File: src/rtl/rstseq_pkg.sv
// Shared definitions for the reset sequencer: FSM state encoding, the
// lock-loss counter geometry and the width helpers used by the top level.
package rstseq_pkg;

    // Sequencer FSM states.
    typedef enum logic [2:0] {
        ST_RESET_ALL  = 3'd0,
        ST_WAIT_LOCK  = 3'd1,
        ST_HOLD       = 3'd2,
        ST_RELEASE    = 3'd3,
        ST_RUN        = 3'd4
    } state_e;

    // Lock-loss event counter: 8 bits, saturating.
    localparam int         LOST_CNT_W   = 8;
    localparam logic [7:0] LOST_CNT_MAX = 8'hFF;

    // Width of the shared hold/gap counter: it must reach max(hold, gap) - 1,
    // sized to max(hold, gap) + 1 so a value of exactly 1 still gets a bit.
    function automatic int cnt_width(input int hold_cycles, input int stage_gap);
        int longest;
        longest = (hold_cycles > stage_gap) ? hold_cycles : stage_gap;
        return $clog2(longest + 1);
    endfunction

    // Width of the stage index; it holds values 0..num_out.
    function automatic int stage_width(input int num_out);
        return $clog2(num_out + 1);
    endfunction

endpackage

File: src/rtl/rstseq_lock_sync.sv
// PLL lock qualification: a 2-flop synchroniser for the asynchronous lock
// input, followed by an optional consecutive-cycle filter.
// Build option: define RSTSEQ_LOCK_FILTER_EN to enable the LOCK_FILTER-cycle
// filter; without it lock_ok is the synchroniser output.
module rstseq_lock_sync #(
    parameter int LOCK_FILTER = 8
) (
    input  logic clock,
    input  logic reset,
    input  logic pll_locked,
    output logic lock_ok
);

`ifdef RSTSEQ_LOCK_FILTER_EN
    localparam bit FILTER_EN = 1'b1;
`else
    localparam bit FILTER_EN = 1'b0;
`endif

    logic [1:0] sync_q;
    logic       lock_sync;

    // Two-stage synchroniser; bit 0 may go metastable, bit 1 is the safe copy.
    always_ff @(posedge clock) begin
        // NOTE: clocked state uses non-blocking assignments so every flop
        // samples the pre-edge value of its neighbours; blocking here would
        // collapse the two stages into one.
        if (reset) begin
            sync_q <= 2'b00;
        end else begin
            sync_q <= {sync_q[0], pll_locked};
        end
    end

    assign lock_sync = sync_q[1];

    // A zero-length filter degenerates to the plain synchroniser.
    if (FILTER_EN && (LOCK_FILTER > 0)) begin : g_filter
        localparam int FILT_W = $clog2(LOCK_FILTER + 1);

        logic [FILT_W-1:0] filt_cnt_q;
        logic              lock_ok_q;

        // Count consecutive synchronised-lock cycles; any 0 restarts the count
        // and drops lock_ok at once, so loss is never debounced.
        always_ff @(posedge clock) begin
            if (reset || !lock_sync) begin
                filt_cnt_q <= '0;
                lock_ok_q  <= 1'b0;
            end else if (!lock_ok_q) begin
                if (filt_cnt_q == FILT_W'(LOCK_FILTER - 1)) begin
                    lock_ok_q <= 1'b1;
                end else begin
                    filt_cnt_q <= filt_cnt_q + 1'b1;
                end
            end
        end

        assign lock_ok = lock_ok_q;
    end else begin : g_no_filter
        assign lock_ok = lock_sync;
    end

endmodule

File: src/rtl/reset_sequencer.sv
// Board-level reset sequencer. Qualifies PLL lock, holds every domain in
// reset for HOLD_CYCLES, then releases NUM_OUT resets one by one, STAGE_GAP
// cycles apart. Lock loss or a software request re-runs the sequence;
// lock-loss events are counted (saturating at 255).
// Build option: RSTSEQ_LOCK_FILTER_EN adds a LOCK_FILTER-cycle lock filter
// inside rstseq_lock_sync.
module reset_sequencer
    import rstseq_pkg::*;
#(
    parameter int NUM_OUT     = 3,
    parameter int HOLD_CYCLES = 128,
    parameter int STAGE_GAP   = 16,
    parameter int LOCK_FILTER = 8
) (
    input  logic                  clock,
    input  logic                  reset,
    input  logic                  pll_locked,
    input  logic                  soft_reset_req,
    output logic [NUM_OUT-1:0]    rst_out,
    output logic                  ready,
    output logic [LOST_CNT_W-1:0] lock_lost_cnt
);

    localparam int CNT_W = cnt_width(HOLD_CYCLES, STAGE_GAP);
    localparam int STG_W = stage_width(NUM_OUT);

    localparam logic [CNT_W-1:0] HOLD_LAST = CNT_W'(HOLD_CYCLES - 1);
    localparam logic [CNT_W-1:0] GAP_LAST  = CNT_W'(STAGE_GAP - 1);
    localparam logic [STG_W-1:0] STG_LAST  = STG_W'(NUM_OUT - 1);

    state_e                  state_q;
    logic [CNT_W-1:0]        cnt_q;
    logic [STG_W-1:0]        stage_q;
    logic [NUM_OUT-1:0]      rst_out_q;
    logic                    ready_q;
    logic [LOST_CNT_W-1:0]   lost_cnt_q;
    logic [LOST_CNT_W-1:0]   lost_cnt_d;
    logic                    lock_ok;
    logic                    lock_loss;

    rstseq_lock_sync #(
        .LOCK_FILTER (LOCK_FILTER)
    ) u_lock_sync (
        .clock      (clock),
        .reset      (reset),
        .pll_locked (pll_locked),
        .lock_ok    (lock_ok)
    );

    // Lock loss only matters once the sequence has started counting.
    assign lock_loss = !lock_ok &&
                       ((state_q == ST_HOLD) || (state_q == ST_RELEASE) || (state_q == ST_RUN));

    // Saturating next value of the lock-loss counter.
    always_comb begin
        // NOTE: the default assignment first means every path through this
        // block drives lost_cnt_d, so no latch is inferred.
        lost_cnt_d = lost_cnt_q;
        if (lock_loss && (lost_cnt_q != LOST_CNT_MAX)) begin
            lost_cnt_d = lost_cnt_q + 1'b1;
        end
    end

    // Lock-loss event counter register.
    always_ff @(posedge clock) begin
        if (reset) begin
            lost_cnt_q <= '0;
        end else begin
            lost_cnt_q <= lost_cnt_d;
        end
    end

    // Sequencer FSM with registered outputs; priority reset > lock loss > soft request.
    // Releases shift a zero in from bit 0, so rst_out stays a thermometer
    // code: bit `stage` is the one cleared and released bits never re-assert.
    always_ff @(posedge clock) begin
        if (reset) begin
            state_q   <= ST_RESET_ALL;
            cnt_q     <= '0;
            stage_q   <= '0;
            rst_out_q <= '1;
            ready_q   <= 1'b0;
        end else if (lock_loss) begin
            state_q   <= ST_WAIT_LOCK;
            cnt_q     <= '0;
            stage_q   <= '0;
            rst_out_q <= '1;
            ready_q   <= 1'b0;
        end else begin
            case (state_q)
                ST_RESET_ALL: begin
                    state_q   <= ST_WAIT_LOCK;
                    rst_out_q <= '1;
                    ready_q   <= 1'b0;
                end

                ST_WAIT_LOCK: begin
                    rst_out_q <= '1;
                    ready_q   <= 1'b0;
                    if (lock_ok) begin
                        state_q <= ST_HOLD;
                        cnt_q   <= '0;
                        stage_q <= '0;
                    end
                end

                ST_HOLD: begin
                    if (cnt_q == HOLD_LAST) begin
                        rst_out_q <= rst_out_q << 1;
                        stage_q   <= STG_W'(1);
                        cnt_q     <= '0;
                        if (NUM_OUT == 1) begin
                            state_q <= ST_RUN;
                            ready_q <= 1'b1;
                        end else begin
                            state_q <= ST_RELEASE;
                        end
                    end else begin
                        cnt_q <= cnt_q + 1'b1;
                    end
                end

                ST_RELEASE: begin
                    if (cnt_q == GAP_LAST) begin
                        rst_out_q <= rst_out_q << 1;
                        cnt_q     <= '0;
                        if (stage_q == STG_LAST) begin
                            state_q <= ST_RUN;
                            ready_q <= 1'b1;
                        end else begin
                            stage_q <= stage_q + 1'b1;
                        end
                    end else begin
                        cnt_q <= cnt_q + 1'b1;
                    end
                end

                ST_RUN: begin
                    if (soft_reset_req) begin
                        state_q   <= ST_HOLD;
                        cnt_q     <= '0;
                        stage_q   <= '0;
                        rst_out_q <= '1;
                        ready_q   <= 1'b0;
                    end else begin
                        rst_out_q <= '0;
                        ready_q   <= 1'b1;
                    end
                end

                default: begin
                    state_q   <= ST_WAIT_LOCK;
                    cnt_q     <= '0;
                    stage_q   <= '0;
                    rst_out_q <= '1;
                    ready_q   <= 1'b0;
                end
            endcase
        end
    end

    assign rst_out       = rst_out_q;
    assign ready         = ready_q;
    assign lock_lost_cnt = lost_cnt_q;

endmodule

File: config.mk
export PLATFORM = sky130hd
export DESIGN_NAME = reset_sequencer
export DESIGN_NICKNAME = d
export VERILOG_FILES = /design/src/rtl/rstseq_pkg.sv /design/src/rtl/rstseq_lock_sync.sv /design/src/rtl/reset_sequencer.sv
export SDC_FILE = /design/constraint.sdc
export NUM_CORES = 1
export LEC_CHECK = 0
export BUFFER_PORTS_ARGS = -buffer_cell sky130_fd_sc_hd__buf_4
export CELL_PAD_IN_SITES_DETAIL_PLACEMENT = 1
export CELL_PAD_IN_SITES_GLOBAL_PLACEMENT = 1
export CORE_MARGIN = 2
export CORE_UTILIZATION = 39
export DETAILED_ROUTE_END_ITERATION = 6
export PLACE_DENSITY = 0.77
export SYNTH_ARGS = -nofsm -noshare
export SYNTH_HDL_FRONTEND = slang
export SYNTH_SLANG_ARGS = --single-unit
export TNS_END_PERCENT = 50
File: constraint.sdc
create_clock -name clock -period 1.7 [get_ports clock]
set_input_delay 0.51 -clock clock [delete_from_list [all_inputs] [get_ports clock]]
set_output_delay 0.51 -clock clock [all_outputs]
set_load 0.01 [all_outputs]
==> flow_metrics.py, run 1 <==
metrics = {
    "synth": {
        "syn_inst": 175,
        "yosysWarnings": 0,
        "synthSimpleGateAreaFrac_pct": 30.6,
        "synth_edf_count": 0,
        "synth_compound_area_share_pct": 22.9,
        "syn_avg_cell_area_sq_um": 8.71,
        "yosysUniqueCellTypes": 55,
        "synth_top_family_by_area": "simple AND/OR/NAND/NOR gates",
        "synth_seq_area_share_pct": 35.5,
        "synth-adder-area-share_pct": 2.46,
        "ys_seq_elements": 27,
        "muxShareOfSynthArea_pct": 0.657,
        "ys_async_sr_fraction_pct": 0,
        "syn-num-nets": 182,
        "synthesis.area_sq_um": 1520,
        "synth_xor_area_share_pct": 2.87,
        "synthFlopType": "dfxtp_1",
    },
    "worst_setup_path": {
        "r2r-end": "cnt_q[6]",
        "critPathKind": "reg -> reg",
        "reg2reg_depth": 6,
        "crit_path_end_kind": "register",
        "startpoint": "cnt_q[6]",
        "start_kind": "register",
        "worstPathRequired_ns": 1.86,
        "r2r_start": "cnt_q[6]",
        "crit_arrival_ns": 1.86,
        "crit_path_max_fanout": 6,
        "worst-r2r-setup-slack_ns": 0.005,
    },
    "detailed_routing": {
        "vias": 1531,
        "drt_pass1_iterations": 4,
        "wl_mm": 4.81,
        "drt_iter0_markers": 82,
        "vias_per_cell": 5.73,
        "route.detailed.drc": 0,
        "routedWlPerCell_microns": 18.0,
        "ant_nets": 0,
    },
    "die": {
        "core_sq_um": 3720,
        "die_x_microns": 66.5,
        "die_area_sq_um": 4420,
        "die_y_microns": 66.5,
        "initial_utilization_pct": 41.0,
        "rows": 22,
        "pin_count": 16,
    },
    "power_and_ir_drop": {
        "ir_drop_mv": 0.690,
        "p_leak_nw": 0.745,
        "power_w": 0.00286,
        "power_density_nw_per_um2": 1350,
    },
    "global_route": {
        "grt_overflow": 0,
        "grt_pass1_vias": 1554,
        "grt_max_degree": 15,
        "grt_pass1_wl_mm": 7.33,
        "antenna_found_initial": 0,
        "grtUsageTotal_pct": 21.3,
    },
    "placed_design": {
        "io_buffers": 15,
        "dp_hpwl_mm": 3.34,
        "dpl.cell_count": 260,
        "gp_congestion": 0.828,
        "pre_cts_slack_ns": -0.0606,
    },
    "sta": {
        "clock_skew_ns": 0.00929,
        "final_hold_viol_count": 0,
        "finalCritPeriodShare_pct": 99.7,
        "hold-worst-slack_ns": 0.461,
        "max_freq_ghz": 0.590,
        "maxSlewHeadroom_pct": 65.7,
        "setup_slack_ns": 0.00527,
        "period_minus_slack_ns": 1.69,
        "rsz0062_at_grt": "yes",
        "drv_slew": 0,
        "worst_pin_slew_ns": 0.511,
        "setup_viol": 0,
    },
    "clock_network": {
        "cts_buffers": 3,
        "holdBufCountCts": 0,
        "cts-root-buf": "clkbuf_8",
        "cts_tree": "done",
        "insertion_delay_ns": 0.28,
        "cts.sinks": 27,
        "htreeDepth": 1,
        "clock_path_buffers": 2,
        "path_clk_slew_ns": 0.10,
    },
    "run": {
        "maxCapViolCount": 0,
    },
    "layout": {
        "drive_above_1_share_pct": 44.7,
        "layout.nets": 227,
        "fin_util_pct": 56.9,
        "insertedDiodeCount": 0,
        "final_common_cell": "buf_4",
        "layout_common_cells": "buf_4 (47), dfxtp_1 (19), nand2_1 (10)",
        "synthToLayoutAreaGrowth_pct": 38.8,
        "stdcell_count": 267,
    },
    "min_path": {
        "hp-start": "pll_locked",
        "min_path_type": "in -> reg",
        "min_to": "u_lock_sync.sync_q[0]",
        "min_path_cells": 2,
    },
    "status": {
        "outcome": "finished, final reports clean",
    },
}
## routing by layer
layer  vias to the layer above  GRT usage (%)  part of all wire [%]
li1                        750              -                     -
met3                         9           2.03                   1.6
met5                         -              0                     0
met2                        22           38.5                    53
met4                         0           6.12                   1.6
met1                       750           26.7                    44
## what timing repair did
item | 4_1_cts | 5_1_grt
setup endpoints to repair | 19 | 21
buffers inserted | 1 | 1
resized for setup | 5 | 38
gates cloned | 0 | 1
pin swaps | 3 | 11
## area by class of cell
cell class | count | area, sq um
clock buffers | 4 | 45.0
inverters | 4 | 15.0
well taps | 48 | 60.1
fillers | 436 | 1600
multi-input cells | 132 | 1030
flip-flops and latches | 27 | 553
repair buffers | 52 | 409
## worst max-delay path, stage by stage, from the launching register on
cell     delay, ns
dfxtp_2       0.33
or4b_4        0.52
a21o_4        0.24
buf_4         0.14
a21oi_2       0.14
buf_6         0.14
nor3_1        0.06
## through the flow
stage / setup TNS, ns / area, sq um
global placement: -0.0671 / 1890
CTS: -0.0421 / 1960
floorplan: 0 / 1520
detailed placement: -0.507 / 1890
global route: -0.491 / 2120
finish: 0 / 2120
## worst max-delay path by stage
stage | slack (ns) | end | cells after the start
after floorplan | 0.01 | stage_q[0] | 5
after global placement | -0.02 | lock_lost_cnt[7] | 6
after detailed placement | -0.06 | lock_lost_cnt[3] | 6
after CTS | -0.03 | stage_q[0] | 4
after global routing | -0.09 | cnt_q[6] | 6
final | 0.005 | cnt_q[6] | 6
## registers in the layout (all words and copies together), names as in the netlist
register / cells
rst_out: 3
u_lock_sync.sync_q: 2
state_q: 3
lock_lost_cnt: 8
ready: 1
cnt_q: 8
stage_q: 2
## cell usage after synthesis (4+ instances only)
library cell	instances	area (sq um)
a21oi_1	11	55.1
clkbuf_1	6	22.5
dfxtp_1	27	541
inv_1	4	15.0
nand2_1	10	37.5
nand2b_1	8	50.1
nand3_1	6	30.0
nor2_1	9	33.8
nor2b_1	4	25.0
nor3_1	10	50.1
nor4_1	4	25.0
o21ai_0	6	30.0
or3_1	4	25.0
or4_1	5	37.5
xnor2_1	4	35.0
## report_power, final
group	internal [W]	switching (W)
clock network	0.000168	0.000202
logic	0.000830	0.000813
registers	0.000743	0.000105
total	0.00174	0.00112
## kinds of logic (layout without fill, tap and decap cells)
family	Yosys count	in the layout
multiplexers	1	1
AND/OR/NAND/NOR	78	78
XOR/XNOR	5	5
buffers and inverters	16	60
adder cells (fa/ha/maj)	3	3
flip-flops	27	27
AO/OA/AOI/OAI	45	45
Note: power is estimated with default switching activity, not from simulation.
==> run 2, diff against run 1 <==
--- a/config.mk
+++ b/config.mk
@@ -9,10 +9,12 @@
 export CELL_PAD_IN_SITES_DETAIL_PLACEMENT = 1
 export CELL_PAD_IN_SITES_GLOBAL_PLACEMENT = 1
 export CORE_MARGIN = 2
-export CORE_UTILIZATION = 39
+export CORE_UTILIZATION = 43
 export DETAILED_ROUTE_END_ITERATION = 6
-export PLACE_DENSITY = 0.77
+export GPL_TIMING_DRIVEN = 1
+export PLACE_DENSITY = 0.81
 export SYNTH_ARGS = -nofsm -noshare
 export SYNTH_HDL_FRONTEND = slang
+export SYNTH_HIERARCHICAL = 1
 export SYNTH_SLANG_ARGS = --single-unit
 export TNS_END_PERCENT = 50
==> constraint.sdc (replaced) <==
create_clock -name clock -period 1.8 [get_ports clock]
set_input_delay 0.54 -clock clock [delete_from_list [all_inputs] [get_ports clock]]
set_output_delay 0.54 -clock clock [all_outputs]
set_load 0.01 [all_outputs]
==> run 2 against run 1 <==
Against the previous run:
- wire length is 14% lower
- largest power group unchanged
- via count is 1.9% lower
- largest cell class unchanged
- critical path type unchanged
- non-clock buffer count is 20 lower
- clock skew down 0.00058 ns
- power shrank 34%
- synthesized cell count increased by 0.57%
- register-to-register slack better by 0.04 ns
- sequential share of layout area up 4.1 points
- flip-flop and latch count stayed put
- highest routed layer unchanged
- maximum frequency decreased by 3.6%
- utilization shrank 2.3 points
==> flow_metrics.py, run 2 <==
metrics = {
    "synth": {
        "ys_top_cells_by_area": "dfxtp_1 (37%), a21oi_1 (5.8%), nand3_1 (4.5%)",
        "synthFlopType": "dfxtp_1",
        "synth_seq_area_share_pct": 37.0,
        "synth.most_common_cell": "dfxtp_1",
        "synth_top_family_by_area": "simple AND/OR/NAND/NOR gates",
        "synthesis.area_sq_um": 1460,
        "syn_avg_cell_area_sq_um": 8.29,
        "synth_compound_area_share_pct": 21.3,
        "yosysUniqueCellTypes": 43,
        "synthTopCellsByCount": "dfxtp_1 (27), a21oi_1 (17), nand3_1 (13)",
        "synth.top_cell.area_share_pct": 37.0,
        "synth_edf_count": 0,
        "syn-num-nets": 183,
        "yosysWarnings": 6,
        "syn_inst": 176,
        "ys_seq_elements": 27,
        "synth-adder-area-share_pct": 2.57,
        "synthSimpleGateAreaFrac_pct": 30.8,
        "synth_top_cell_by_area": "dfxtp_1",
        "synth_xor_area_share_pct": 2.40,
        "muxShareOfSynthArea_pct": 1.46,
        "ys_async_sr_fraction_pct": 0,
    },
    "power_and_ir_drop": {
        "combinationalPowerShare_pct": 47.2,
        "power_density_nw_per_um2": 1050,
        "p_leak_nw": 0.630,
        "ir_drop_mv": 0.458,
        "p_int_w": 0.00115,
        "swShare_pct": 39.1,
        "sequentialPowerShare_pct": 38.0,
        "p_switching_w": 0.000739,
        "p_clk_share_pct": 14.8,
    },
    "detailed_routing": {
        "drt_pass1_iterations": 4,
        "drt_iter0_markers": 48,
        "ant_nets": 0,
        "routedWlPerCell_microns": 16.7,
        "vias": 1502,
        "vias_per_cell": 6.06,
        "route.detailed.drc": 0,
        "wl_mm": 4.14,
    },
    "sta": {
        "setup_viol": 0,
        "tns_ns": 0,
        "setup_slack_ns": 0.0422,
        "clock_skew_ns": 0.00871,
        "period_minus_slack_ns": 1.76,
        "max_freq_ghz": 0.569,
        "drv_slew": 0,
        "maxSlewHeadroom_pct": 69.0,
        "finalCritPeriodShare_pct": 97.7,
        "rsz0062_at_grt": "yes",
        "worst_pin_slew_ns": 0.464,
        "final_hold_viol_count": 0,
    },
    "layout": {
        "layout_common_cells": "buf_4 (30), dfxtp_1 (25), a21oi_1 (15)",
        "fillers": 414,
        "drive_above_1_share_pct": 25.7,
        "final_common_cell": "buf_4",
        "layout.nets": 210,
        "fin_util_pct": 54.7,
        "synthToLayoutAreaGrowth_pct": 23.1,
        "insertedDiodeCount": 0,
    },
    "die": {
        "rows": 21,
        "core_sq_um": 3280,
        "initial_utilization_pct": 44.4,
        "die_area_sq_um": 3870,
        "pin_count": 16,
        "die_x_microns": 62.2,
        "die_y_microns": 62.2,
    },
    "placed_design": {
        "pre_cts_slack_ns": -0.0460,
        "io_buffers": 15,
        "dp_hpwl_mm": 2.99,
        "gp_congestion": 0.861,
    },
    "clock_network": {
        "htreeDepth": 1,
        "cts.sinks": 27,
        "path_clk_slew_ns": 0.16,
        "clock_path_buffers": 2,
        "insertion_delay_ns": 0.34,
        "cts_buffers": 3,
        "cts_tree": "done",
        "cts-root-buf": "clkbuf_4",
        "post_cts_buffers": 0,
    },
    "worst_setup_path": {
        "crit_arrival_ns": 2.04,
        "worstPathRequired_ns": 2.08,
        "crit_path_end_kind": "register",
        "critPathKind": "reg -> reg",
        "worst-r2r-setup-slack_ns": 0.04,
        "reg2reg_depth": 5,
        "r2r-end": "cnt_q[7]",
        "crit_path_max_fanout": 13,
        "r2r_start": "state_q[2]",
        "start_kind": "register",
    },
    "status": {
        "outcome": "finished, final reports clean",
    },
    "global_route": {
        "grt_pass1_vias": 1542,
        "grt_pass1_wl_mm": 7.27,
        "grt_overflow": 0,
        "grtUsageTotal_pct": 23.2,
        "grt_max_degree": 17,
        "antenna_found_initial": 0,
    },
    "min_path": {
        "min_path_type": "in -> reg",
        "min_to": "u_lock_sync/sync_q[0]",
        "hp-start": "pll_locked",
        "min_path_cells": 2,
    },
    "run": {
        "maxCapViolCount": 0,
    },
}
[run 2: cell count changes after synthesis, sizes merged, moves of 4 or more]
cell	previous run	this run
o21ai	6	10
nand2b	8	1
a21oi	11	17
nand3	6	13
[run 2: layer usage]
metal | vias to the layer above | part of all wire (%) | global-route usage (%)
li1 | 720 | - | -
met1 | 748 | 46 | 30.8
met2 | 24 | 48 | 37.4
met3 | 10 | 3.5 | 4.53
met4 | 0 | 2.0 | 9.17
met5 | - | 0 | 0
[run 2: power groups by stage]
| stage | logic (W) | clock network, W | registers, W |
|---|---|---|---|
| finish | 0.000893 | 0.000280 | 0.000719 |
| CTS | 0.000872 | 0.000285 | 0.000716 |
| floorplan | 0.000492 | 0 | 0.000747 |
| global route | 0.000988 | 0.000322 | 0.000729 |
| detailed placement | 0.000851 | 0 | 0.000726 |
| global placement | 0.000818 | 0 | 0.000719 |
[run 2: worst max-delay path by stage]
stage / slack (ns) / from / endpoint
2_1_floorplan: 0.009 / state_q[2] / lock_lost_cnt[5]
6_report: 0.04 / state_q[2] / cnt_q[7]
4_1_cts: 0.004 / state_q[2] / cnt_q[7]
3_5_place_dp: -0.05 / soft_reset_req / cnt_q[7]
3_3_place_gp: 0.03 / soft_reset_req / cnt_q[7]
5_1_grt: -0.05 / state_q[2] / cnt_q[7]
[run 2: cell families after synthesis]
kind of cell	count (synthesis)
simple gates	76
compound gates	50
flops	27
buf+inv	14
xor+xnor	4
fa+ha+maj	3
mux	2
[run 2: worst max-delay path, stage by stage, from the launching register on]
cell and delay, ns:
dfxtp_2 0.36, buf_4 0.18, a211oi_1 0.11, or2_2 0.29, or4_1 0.52, a211oi_2 0.23
[run 2: stage by stage]
| step | instance area, sq um | cells | power, W | hold slack, ns |
|---|---|---|---|---|
| floorplan | 1470 | 176 | 0.00124 | 0.414 |
| global placement | 1730 | 244 | 0.00154 | 0.441 |
| detailed placement | 1730 | 244 | 0.00158 | 0.442 |
| CTS | 1770 | 248 | 0.00187 | 0.393 |
| global route | 1800 | 248 | 0.00204 | 0.366 |
| finish | 1800 | 248 | 0.00189 | 0.392 |
[run 2: repair_timing]
item / in CTS / in global routing
hold buffers: 0 / 0
setup endpoints to repair: 2 / 16
resized for setup: 3 / 10
pin swaps: 0 / 0
cloned: 0 / 0
[run 2: area by class of cell]
cell class / instances / area, sq um / share of cell area (%)
timing repair buffer: 32 / 256 / 14.3
inverter: 4 / 15.0 / 0.836
clock inverter: 1 / 5.00 / 0.279
tap: 46 / 57.6 / 3.21
sequential: 27 / 543 / 30.2
clock buffer: 3 / 22.5 / 1.25
multi-input combinational: 135 / 896 / 49.9
==> run 3, diff against run 2 <==
--- a/config.mk
+++ b/config.mk
@@ -8,6 +8,7 @@
 export BUFFER_PORTS_ARGS = -buffer_cell sky130_fd_sc_hd__buf_4
 export CELL_PAD_IN_SITES_DETAIL_PLACEMENT = 1
 export CELL_PAD_IN_SITES_GLOBAL_PLACEMENT = 1
+export CORE_ASPECT_RATIO = 0.5
 export CORE_MARGIN = 2
 export CORE_UTILIZATION = 43
 export DETAILED_ROUTE_END_ITERATION = 6
==> run 3 against run 2 <==
Against the previous run:
- largest power group unchanged
- worst hold slack improved by 0.065 ns
- critical path depth unchanged
- first-iteration DRC count up 100%
- flip-flop and latch count unchanged
- cell count shrank 0.81%
- critical endpoint unchanged
- register-to-register slack hardly changed
- combinational power rose by 2%
==> flow_metrics.py, run 3 (synthesized netlist as in run 2, its figures left out) <==
metrics = {
    "status": {
        "outcome": "finished, final reports clean",
    },
    "worst_setup_path": {
        "crit_path_end_kind": "register",
        "r2r-end": "cnt_q[7]",
        "critPathKind": "reg -> reg",
        "r2r_start": "state_q[0]",
        "crit_path_max_fanout": 15,
        "start_kind": "register",
        "worst-r2r-setup-slack_ns": 0.05,
        "crit_arrival_ns": 1.95,
        "worstPathRequired_ns": 2.00,
        "reg2reg_depth": 5,
    },
    "sta": {
        "tns_ns": 0,
        "setup_viol": 0,
        "final_hold_viol_count": 0,
        "rsz0062_at_grt": "yes",
        "maxSlewHeadroom_pct": 71.2,
        "drv_slew": 0,
        "finalCritPeriodShare_pct": 97.0,
        "worst_pin_slew_ns": 0.432,
        "max_freq_ghz": 0.573,
        "hold-worst-slack_ns": 0.458,
        "clock_skew_ns": 0.00600,
        "period_minus_slack_ns": 1.75,
    },
    "detailed_routing": {
        "vias_per_cell": 6.04,
        "route.detailed.drc": 0,
        "ant_nets": 0,
        "drt_iter0_markers": 97,
        "drt_pass1_iterations": 4,
        "routedWlPerCell_microns": 16.8,
        "wl_mm": 4.13,
        "vias": 1486,
    },
    "global_route": {
        "grt_overflow": 0,
        "grt_pass1_vias": 1418,
        "grt_max_degree": 18,
        "grt_pass1_wl_mm": 6.99,
        "antenna_found_initial": 0,
        "grtUsageTotal_pct": 23.1,
    },
    "min_path": {
        "min_path_cells": 1,
        "hp-start": "u_lock_sync/sync_q[0]",
        "min_to": "u_lock_sync/sync_q[1]",
        "min_path_type": "reg -> reg",
    },
    "clock_network": {
        "cts-root-buf": "clkbuf_8",
        "cts_buffers": 3,
        "clock_path_buffers": 2,
        "insertion_delay_ns": 0.28,
        "htreeDepth": 1,
        "post_cts_buffers": 0,
        "holdBufCountCts": 0,
        "cts_tree": "done",
        "path_clk_slew_ns": 0.10,
        "cts.sinks": 27,
    },
    "die": {
        "core_sq_um": 3120,
        "die_area_sq_um": 3900,
        "pin_count": 16,
        "initial_utilization_pct": 46.8,
        "die_x_microns": 86.4,
        "rows": 14,
        "die_y_microns": 45.2,
    },
    "layout": {
        "stdcell_count": 246,
        "drive_above_1_share_pct": 25.7,
        "regArea_sq_um": 542,
        "layout.nets": 214,
        "multi_input_area_sq_um": 898,
        "insertedDiodeCount": 0,
        "synthToLayoutAreaGrowth_pct": 26.0,
        "final_common_cell": "buf_4",
        "fillers": 372,
        "fin_util_pct": 58.9,
        "layout_common_cells": "buf_4 (35), dfxtp_1 (26), a21oi_1 (16)",
    },
    "placed_design": {
        "dp_hpwl_mm": 3.00,
        "gp_congestion": 0.896,
        "dpl.cell_count": 242,
        "io_buffers": 15,
    },
    "power_and_ir_drop": {
        "ir_drop_mv": 0.484,
        "power_density_nw_per_um2": 1090,
        "p_leak_nw": 0.660,
    },
    "run": {
        "maxCapViolCount": 0,
    },
}
## run 3: final cells by class
class,instances,area share (%)
inverter,4,0.817
tap,40,2.72
clock inverter,1,0.477
multi-input combinational,135,48.9
timing repair buffer,36,15.4
clock buffer,3,2.25
sequential,27,29.5
## run 3: metal layers
metal	GRT usage (%)	vias up	part of all wire (%)
met2	42.0	34	48
met5	0	-	0
met3	4.94	4	4.4
met1	29.5	725	47
li1	-	723	-
met4	3.75	0	0.56
## run 3: worst max-delay path, stage by stage, from the launching register on
cell and delay, ns:
dfxtp_1 0.35, buf_4 0.19, a211oi_1 0.09, or2_2 0.30, or4_1 0.53, a211oi_2 0.21
## run 3: timing repair
item / in CTS / in global routing
pin swaps: 0 / 3
setup endpoints to repair: 13 / 13
cloned: 0 / 0
gates resized for setup: 6 / 4
## run 3: worst max-delay path by stage
stage	from	end	slack, ns	cells after the start
after floorplan	state_q[2]	lock_lost_cnt[5]	0.009	5
after global placement	soft_reset_req	cnt_q[7]	-0.002	5
after detailed placement	state_q[2]	cnt_q[7]	-0.12	7
after CTS	state_q[0]	state_q[1]	-0.002	5
after global routing	state_q[2]	cnt_q[7]	-0.03	5
final	state_q[0]	cnt_q[7]	0.05	5
## run 3: stage by stage
stage	area [sq um]	setup slack [ns]	power [W]
2_1_floorplan	1470	0.00869	0.00124
3_3_place_gp	1750	-0.00219	0.00156
3_5_place_dp	1750	-0.119	0.00160
4_1_cts	1820	-0.00157	0.00200
5_1_grt	1840	-0.0315	0.00212
6_report	1840	0.0537	0.00200
## run 3: report_power, final
group / internal (W) / switching, W
clock network: 0.000163 / 0.000207
logic: 0.000405 / 0.000508
registers: 0.000667 / 0.0000493
